## src/rtl/reg_file_pkg.sv

```systemverilog
// Shared widths and types for the integer register file.
package reg_file_pkg;
  localparam int unsigned XLEN       = 32;
  localparam int unsigned NUM_REGS   = 32;
  localparam int unsigned REG_ADDR_W = $clog2(NUM_REGS);

  typedef logic [REG_ADDR_W-1:0] reg_addr_t;
  typedef logic [XLEN-1:0]       word_t;

  localparam reg_addr_t ZERO_REG = '0;
endpackage

```

## src/rtl/reg_file_if.sv

```systemverilog
// Write-port and read-port bundle of the register file, with driver, DUT and monitor views.
interface reg_file_if;
  import reg_file_pkg::*;

  logic      wr_en;
  reg_addr_t wr_reg;
  word_t     wr_data;
  reg_addr_t rd_reg_1;
  reg_addr_t rd_reg_2;
  word_t     rd_data_1;
  word_t     rd_data_2;

  modport master (
    output wr_en, wr_reg, wr_data, rd_reg_1, rd_reg_2,
    input  rd_data_1, rd_data_2
  );

  modport slave (
    input  wr_en, wr_reg, wr_data, rd_reg_1, rd_reg_2,
    output rd_data_1, rd_data_2
  );

  modport monitor (
    input wr_en, wr_reg, wr_data, rd_reg_1, rd_reg_2, rd_data_1, rd_data_2
  );
endinterface

```

## src/rtl/reg_file.sv

```systemverilog
// 32 x XLEN RISC-V integer register file: two combinational reads, one synchronous write, x0 tied to zero.
// Optional write-to-read forwarding is enabled by defining RF_BYPASS_EN.
module reg_file #(
  parameter int unsigned XLEN     = reg_file_pkg::XLEN,
  parameter int unsigned NUM_REGS = reg_file_pkg::NUM_REGS,
  parameter int unsigned ADDR_W   = $clog2(NUM_REGS)
) (
  input  logic       clk,
  input  logic       rst,
  reg_file_if.slave  bus
);

  logic [XLEN-1:0] regs_q [NUM_REGS];
  logic [XLEN-1:0] regs_d [NUM_REGS];
  logic            wr_ok;

  assign wr_ok = bus.wr_en && (bus.wr_reg != ADDR_W'(0));

  always_comb begin
    regs_d = regs_q;
    if (wr_ok) regs_d[bus.wr_reg] = bus.wr_data;
  end

  // Reset wins over a simultaneous write, so the pending write is dropped.
  always_ff @(posedge clk) begin
    if (rst) begin
      for (int unsigned i = 0; i < NUM_REGS; i++) regs_q[i] <= '0;
    end else begin
      regs_q <= regs_d;
    end
  end

  always_comb begin
    bus.rd_data_1 = (bus.rd_reg_1 == ADDR_W'(0)) ? '0 : regs_q[bus.rd_reg_1];
    bus.rd_data_2 = (bus.rd_reg_2 == ADDR_W'(0)) ? '0 : regs_q[bus.rd_reg_2];
`ifdef RF_BYPASS_EN
    // wr_ok already excludes x0, so forwarding can never break the zero rule.
    if (!rst && wr_ok && (bus.rd_reg_1 == bus.wr_reg)) bus.rd_data_1 = bus.wr_data;
    if (!rst && wr_ok && (bus.rd_reg_2 == bus.wr_reg)) bus.rd_data_2 = bus.wr_data;
`endif
  end

endmodule

```

## src/flat_wrapper.sv

```systemverilog
// flat-port wrapper written by rule: the top's interface ports become plain ports
module reg_file_flat 
#(
  parameter int unsigned XLEN     = reg_file_pkg::XLEN,
  parameter int unsigned NUM_REGS = reg_file_pkg::NUM_REGS,
  parameter int unsigned ADDR_W   = $clog2(NUM_REGS)
)
  (clk, rst, bus_wr_en, bus_wr_reg, bus_wr_data, bus_rd_reg_1, bus_rd_reg_2, bus_rd_data_1, bus_rd_data_2);
  reg_file_if bus_i ();
  input  logic clk;
  input  logic rst;
  input wire logic [$bits(bus_i.wr_en)-1:0] bus_wr_en;
  input wire logic [$bits(bus_i.wr_reg)-1:0] bus_wr_reg;
  input wire logic [$bits(bus_i.wr_data)-1:0] bus_wr_data;
  input wire logic [$bits(bus_i.rd_reg_1)-1:0] bus_rd_reg_1;
  input wire logic [$bits(bus_i.rd_reg_2)-1:0] bus_rd_reg_2;
  output wire logic [$bits(bus_i.rd_data_1)-1:0] bus_rd_data_1;
  output wire logic [$bits(bus_i.rd_data_2)-1:0] bus_rd_data_2;
  assign bus_i.wr_en = bus_wr_en;
  assign bus_i.wr_reg = bus_wr_reg;
  assign bus_i.wr_data = bus_wr_data;
  assign bus_i.rd_reg_1 = bus_rd_reg_1;
  assign bus_i.rd_reg_2 = bus_rd_reg_2;
  assign bus_rd_data_1 = bus_i.rd_data_1;
  assign bus_rd_data_2 = bus_i.rd_data_2;
  reg_file #(.XLEN(XLEN), .NUM_REGS(NUM_REGS), .ADDR_W(ADDR_W)) u_core (.clk(clk), .rst(rst), .bus(bus_i));
endmodule
```

## config.mk

```make
export PLATFORM = sky130hd
export DESIGN_NAME = reg_file_flat
export DESIGN_NICKNAME = d
export VERILOG_FILES = /design/src/rtl/reg_file_pkg.sv /design/src/rtl/reg_file_if.sv /design/src/rtl/reg_file.sv /design/src/flat_wrapper.sv
export SDC_FILE = /design/constraint.sdc
export NUM_CORES = 2
export LEC_CHECK = 0
export CAP_MARGIN = 20
export CORE_ASPECT_RATIO = 0.75
export CORE_MARGIN = 2
export CORE_UTILIZATION = 30
export CTS_CLUSTER_SIZE = 20
export DETAILED_ROUTE_END_ITERATION = 10
export PLACE_DENSITY = 0.43
export RECOVER_POWER = 100
export SLEW_MARGIN = 10
export SYNTH_ARGS = -nofsm -noshare
export SYNTH_HDL_FRONTEND = slang
export SYNTH_SLANG_ARGS = --single-unit
```

## constraint.sdc

```tcl
create_clock -name clk -period 1.5 [get_ports clk]
set_input_delay 0.15 -clock clk [delete_from_list [all_inputs] [get_ports clk]]
set_output_delay 0.15 -clock clk [all_outputs]
set_load 0.02 [all_outputs]
```

# After elaboration in Yosys (flattened, before gate mapping)
# Cells that the tools add are included.
[classes] add_sub_neg=0 mul=0 div_mod_pow=0 order_cmp=4 n_eq_ne=0 shifts=0 muxes=11 bitwise_logic=3 n_reduce_logical=5
[ops] op="$bwmux 1024" n=1
[ops] op="$bmux 32 s5" n=2
[ops] op="$mux 32" n=7
[ops] op="$demux 32 s5" n=1
[ops] op="$ge 6x6->1 const B" n=3
[ops] op="$not 5->6" n=3
[ops] op="$logic_not 5->1" n=2
[ops] op="$lt 6x1->1 const B" n=1
[ops] op="$reduce_bool 5->1" n=1
[ops] op="$logic_and 1x1->1" n=2
[totals] reg_bits=1024 latchBits=0 mem_bits_rw=0 mem_bits_ro=0 in_bits=50 out_inout_bits=64 mem_count=0

# Longest topological paths before layout
[depth] depth_word=6 depth_mapped=7 mapped_depth_nobuf=4

# Least setup slack after synthesis
# Ideal clock, no wire load.
[synth_timing] kind="input port to output port" startpoint="input bus_rd_reg_2[0]" endpoint="output bus_rd_data_2[18]" arrival_ns=1.729 t_required_ns=1.350 setup_slack_ns=-0.379 cell_stages=7 path_buffers=3 cell_sequence="buf_2 buf_6 nor2_2 clkbuf_1 a221oi_1 o21ai_0 a311oi_1"
[synth_between] elab_chain_cells=5 elab_cells_between_ends=6
[synth_lines] item="from (decl)" line="flat_wrapper.sv:16" source="input wire logic [$bits(bus_i.rd_reg_2)-1:0] bus_rd_reg_2;"
[synth_lines] item="$not 5->6 (implied by the code)" line="reg_file.sv:35" source="bus.rd_data_2 = (bus.rd_reg_2 == ADDR_W'(0)) ? '0 : regs_q[bus.rd_reg_2];"
[synth_lines] item="$bmux 32 s5" line="reg_file.sv:35"
[synth_lines] item="$mux 32 (implied by the code) (2 in a row)" line="reg_file.sv:35"
[synth_lines] item="$mux 32 *" line="reg_file.sv:35"
[synth_lines] item="to (decl)" line="flat_wrapper.sv:18" source="output wire logic [$bits(bus_i.rd_data_2)-1:0] bus_rd_data_2;"
# Mark *: on every way between the ends. The rest lies on a longest branch, timed or not. The select of a mux whose other input is x is not followed.

# Worst setup path in the final report
[layout_timing] startpoint="register u_core.regs_q[606] (netlist bit)" endpoint="output bus_rd_data_2[30]"
[layout_between] elab_chain_cells=4
[layout_lines] item="from (decl)" line="reg_file.sv:13" source="logic [XLEN-1:0] regs_q [NUM_REGS];"
[layout_lines] item="from (signal assigned)" line="reg_file.sv:29" source="regs_q <= regs_d;"
[layout_lines] item="$bmux 32 s5" line="reg_file.sv:35"
[layout_lines] item="$mux 32 (implied by the code) (2 in a row)" line="reg_file.sv:35"
[layout_lines] item="$mux 32" line="reg_file.sv:35"
# Every way passes these cells. The select of a mux whose other input is x is not followed.

==> flow_summary.yaml <==
status:
  outcome: "finished with violations"
  violations: "negative setup slack"
grt:
  grt_antenna_before_repair: 3
  top_usage_layer: "met2"
  track_usage_pct: 28.3
  met3_usage_pct: 5.06
  grt_pass1_wl_um: 361000
  met1_usage_pct: 40.4
  gr-total-overflow: 0
  first_global_vias: 46000
  grt_max_degree: 101
  use_met2_pct: 43.0
power:
  leakagePower_uw: 0.0233
  vdd_ir_drop_max_uv: 1040
  power_density_nw_per_um2: 938
  total_power_uw: 64700
route:
  wl_um: 256000
  viasPerCell: 5.65
  route.vias.total: 48800
  final_antenna_net_count: 0
  drt_iter0_markers: 5791
  firstDrtPassIters: 6
  drcViolationCount: 0
  routedWlPerCell_um: 29.5
critical_path:
  critPathTopFamily: "multiplexers"
  cp_data_arrival_time_ns: 2.41
  cp_num_cells: 6
  start_kind: "flop"
  path_class: "reg2out"
  r2r_start: "u_core.regs_q[294]$_SDFFE_PP0P_"
  critPathBufInv: 2
  slowest_stage: "mux4_2"
  rrSetupSlack_ns: 0.67
  cp.required_ns: 1.35
  cp_max_fo: 3
  rr_worst_depth: 4
  cp-end-kind: "output pin"
  crit_path_cell_trace: "mux4_2, mux2_4, o21ai_2, a311oi_2, buf_4, buf_12"
  slowest_delay_ns: 0.46
  reg2reg_to: "u_core.regs_q[294]$_SDFFE_PP0P_"
timing:
  maxSlewHeadroom_pct: 23.0
  min_period_ns: 2.56
  rsz0062_at_grt: "true"
  tightestPinTransition_ns: 1.15
  fmax_mhz: 391
  slew_violations: 0
  setup_viol: 335
  finClkSkew_ns: 0
  post-route-period-util_pct: 170
  setup_ws_ns: -1.06
  fin_worst_hold_slack_ns: 0.186
  hold_violations: 0
yosys:
  syn_avg_cell_area_um2: 8.88
  synth_flop_cell: "dfxtp_1"
  ys_seq_area_share_pct: 39.5
  mappedNetlistArea_um2: 51900
  ys_ff_latch: 1024
  synthArstFlopShare_pct: 0
  postSynthNetCount: 5901
  yosysUniqueCellTypes: 38
  synth_edf_count: 0
  syn_inst: 5851
  ys_warn_count: 0
final_layout:
  seqCellArea_um2: 20700
  nets: 6332
  synthToLayoutAreaGrowth_pct: 32.9
  largest_register: "u_core.regs_q"
  reg_top3: "u_core.regs_q: 1024 flops"
  fillers: 16800
  largest_reg_flops: 1024
  final_common_cell: "nand2_1"
  fin_util_pct: 40.1
  multi_input_area_um2: 31600
  drive_gt1_share_pct: 34.2
  final_cell_mix: "nand2_1, a21oi_1, dfxtp_1"
hold_path:
  hold_start: "bus_wr_data[27]"
  whs_path_depth: 4
  min_to: "u_core.regs_q[251]$_SDFFE_PP0P_"
  hp-class: "in2reg"
floorplanning:
  die_y_um: 364
  chipWidth_um: 484
  io_pins: 114
  initial_core_util_pct: 30.2
  dieArea_um2: 177000
  core_area_um2: 172000
  rows: 132
placed_design:
  hpwlAfterDp_um: 171000
  port_buffers: 113
  gp_congestion: 0.896
clock_tree:
  insertion_delay_ns: 0.75
  clk_pin_slew_ns: 0.07
  htreeDepth: 3
  cts_buffers: 108
  clock_sinks: 1024
  cts_tree: "done"
  clock-root-buffer: "clkbuf_16"
  max-clock-path-buffers: 3
run:
  max-cap-violations: 0
[per-layer routing]
metal / wire, µm / vias up
met2: 111000 / 2320
met5: 7 / -
li1: - / 21400
met1: 113000 / 24700
met4: 9400 / 2
met3: 21200 / 398
[synth_stat cells (24+ instances only)]
library cell | count | area [µm²]
a21oi_1 | 992 | 4960
a22oi_1 | 64 | 480
buf_2 | 149 | 746
nor2b_1 | 98 | 613
o21ai_0 | 24 | 120
a211oi_1 | 64 | 480
o21ai_1 | 86 | 430
clkbuf_1 | 366 | 1370
buf_6 | 38 | 428
mux4_2 | 448 | 10100
dfxtp_1 | 1024 | 20500
nand2_1 | 2051 | 7700
mux2_2 | 64 | 721
a311oi_1 | 64 | 561
mux2i_1 | 128 | 1280
buf_4 | 48 | 360
a221oi_1 | 45 | 394
[tightest hold or removal path, stage by stage]
cell and delay, ns:
clkdlybuf4s50_1 0.44, buf_12 0.18, nand2_1 0.07, a21oi_1 0.05
[what timing repair did]
| action | CTS | global route |
|---|---|---|
| pin swaps | 132 | 81 |
| hold endpoints to repair | 233 | 0 |
| setup endpoints to repair | 64 | 64 |
| gates cloned | 1 | 0 |
| setup buffers | 12 | 8 |
| hold buffers | 1 | 0 |
| gates resized for setup | 502 | 183 |
[power breakdown]
part,internal (µW),leakage (µW),switching (µW)
sequential,27400,0.00835,143
clock,16700,0.00184,12600
combinational,3020,0.0131,4860
[logic make-up (layout without fill, tap and decap cells)]
logic type | after synthesis | count (layout) | share of synthesized area (%)
and+or+nand+nor | 2219 | 2219 | 16.9
AOI/OAI and AO/OA | 1358 | 1358 | 14.6
DFF | 1024 | 1024 | 39.5
muxes | 640 | 640 | 23.3
buffers and inverters | 610 | 1128 | 5.71
other | 0 | 2 | 0
[cell type report]
cell class              instances  share of cell area, %
flip-flops and latches       1024                   30.1
well taps                    2278                   4.13
clock buffers                 161                   4.69
multi-input cells            4217                   45.7
clock inverters                36                  0.720
repair buffers                929                   14.7
inverters                       2                 0.0181
diodes                          2                0.00725
[through the flow]
step	instances	TNS [ns]	setup slack [ns]	instance area, µm²
floorplan	5851	-7.55	-0.142	53300
global placement	8450	-525.09	-1.32	63400
detailed placement	8450	-539.34	-1.32	63400
CTS	8644	-65.95	-1.20	69000
global route	8648	-104.18	-1.14	69000
finish	8649	-74.19	-1.06	69000
[worst max path at each step]
| stage | slack, ns | from | endpoint |
|---|---|---|---|
| after floorplan | -0.14 | bus_rd_reg_1[1] | bus_rd_data_1[17] |
| after global placement | -1.32 | bus_rd_reg_1[0] | bus_rd_data_1[13] |
| after detailed placement | -1.32 | bus_rd_reg_1[0] | bus_rd_data_1[13] |
| after CTS | -1.20 | u_core.regs_q[301]$_SDFFE_PP0P_ | bus_rd_data_1[13] |
| after global routing | -1.14 | u_core.regs_q[958]$_SDFFE_PP0P_ | bus_rd_data_2[30] |
| final | -1.06 | u_core.regs_q[606]$_SDFFE_PP0P_ | bus_rd_data_2[30] |
Power figures use the tool's default switching activity.
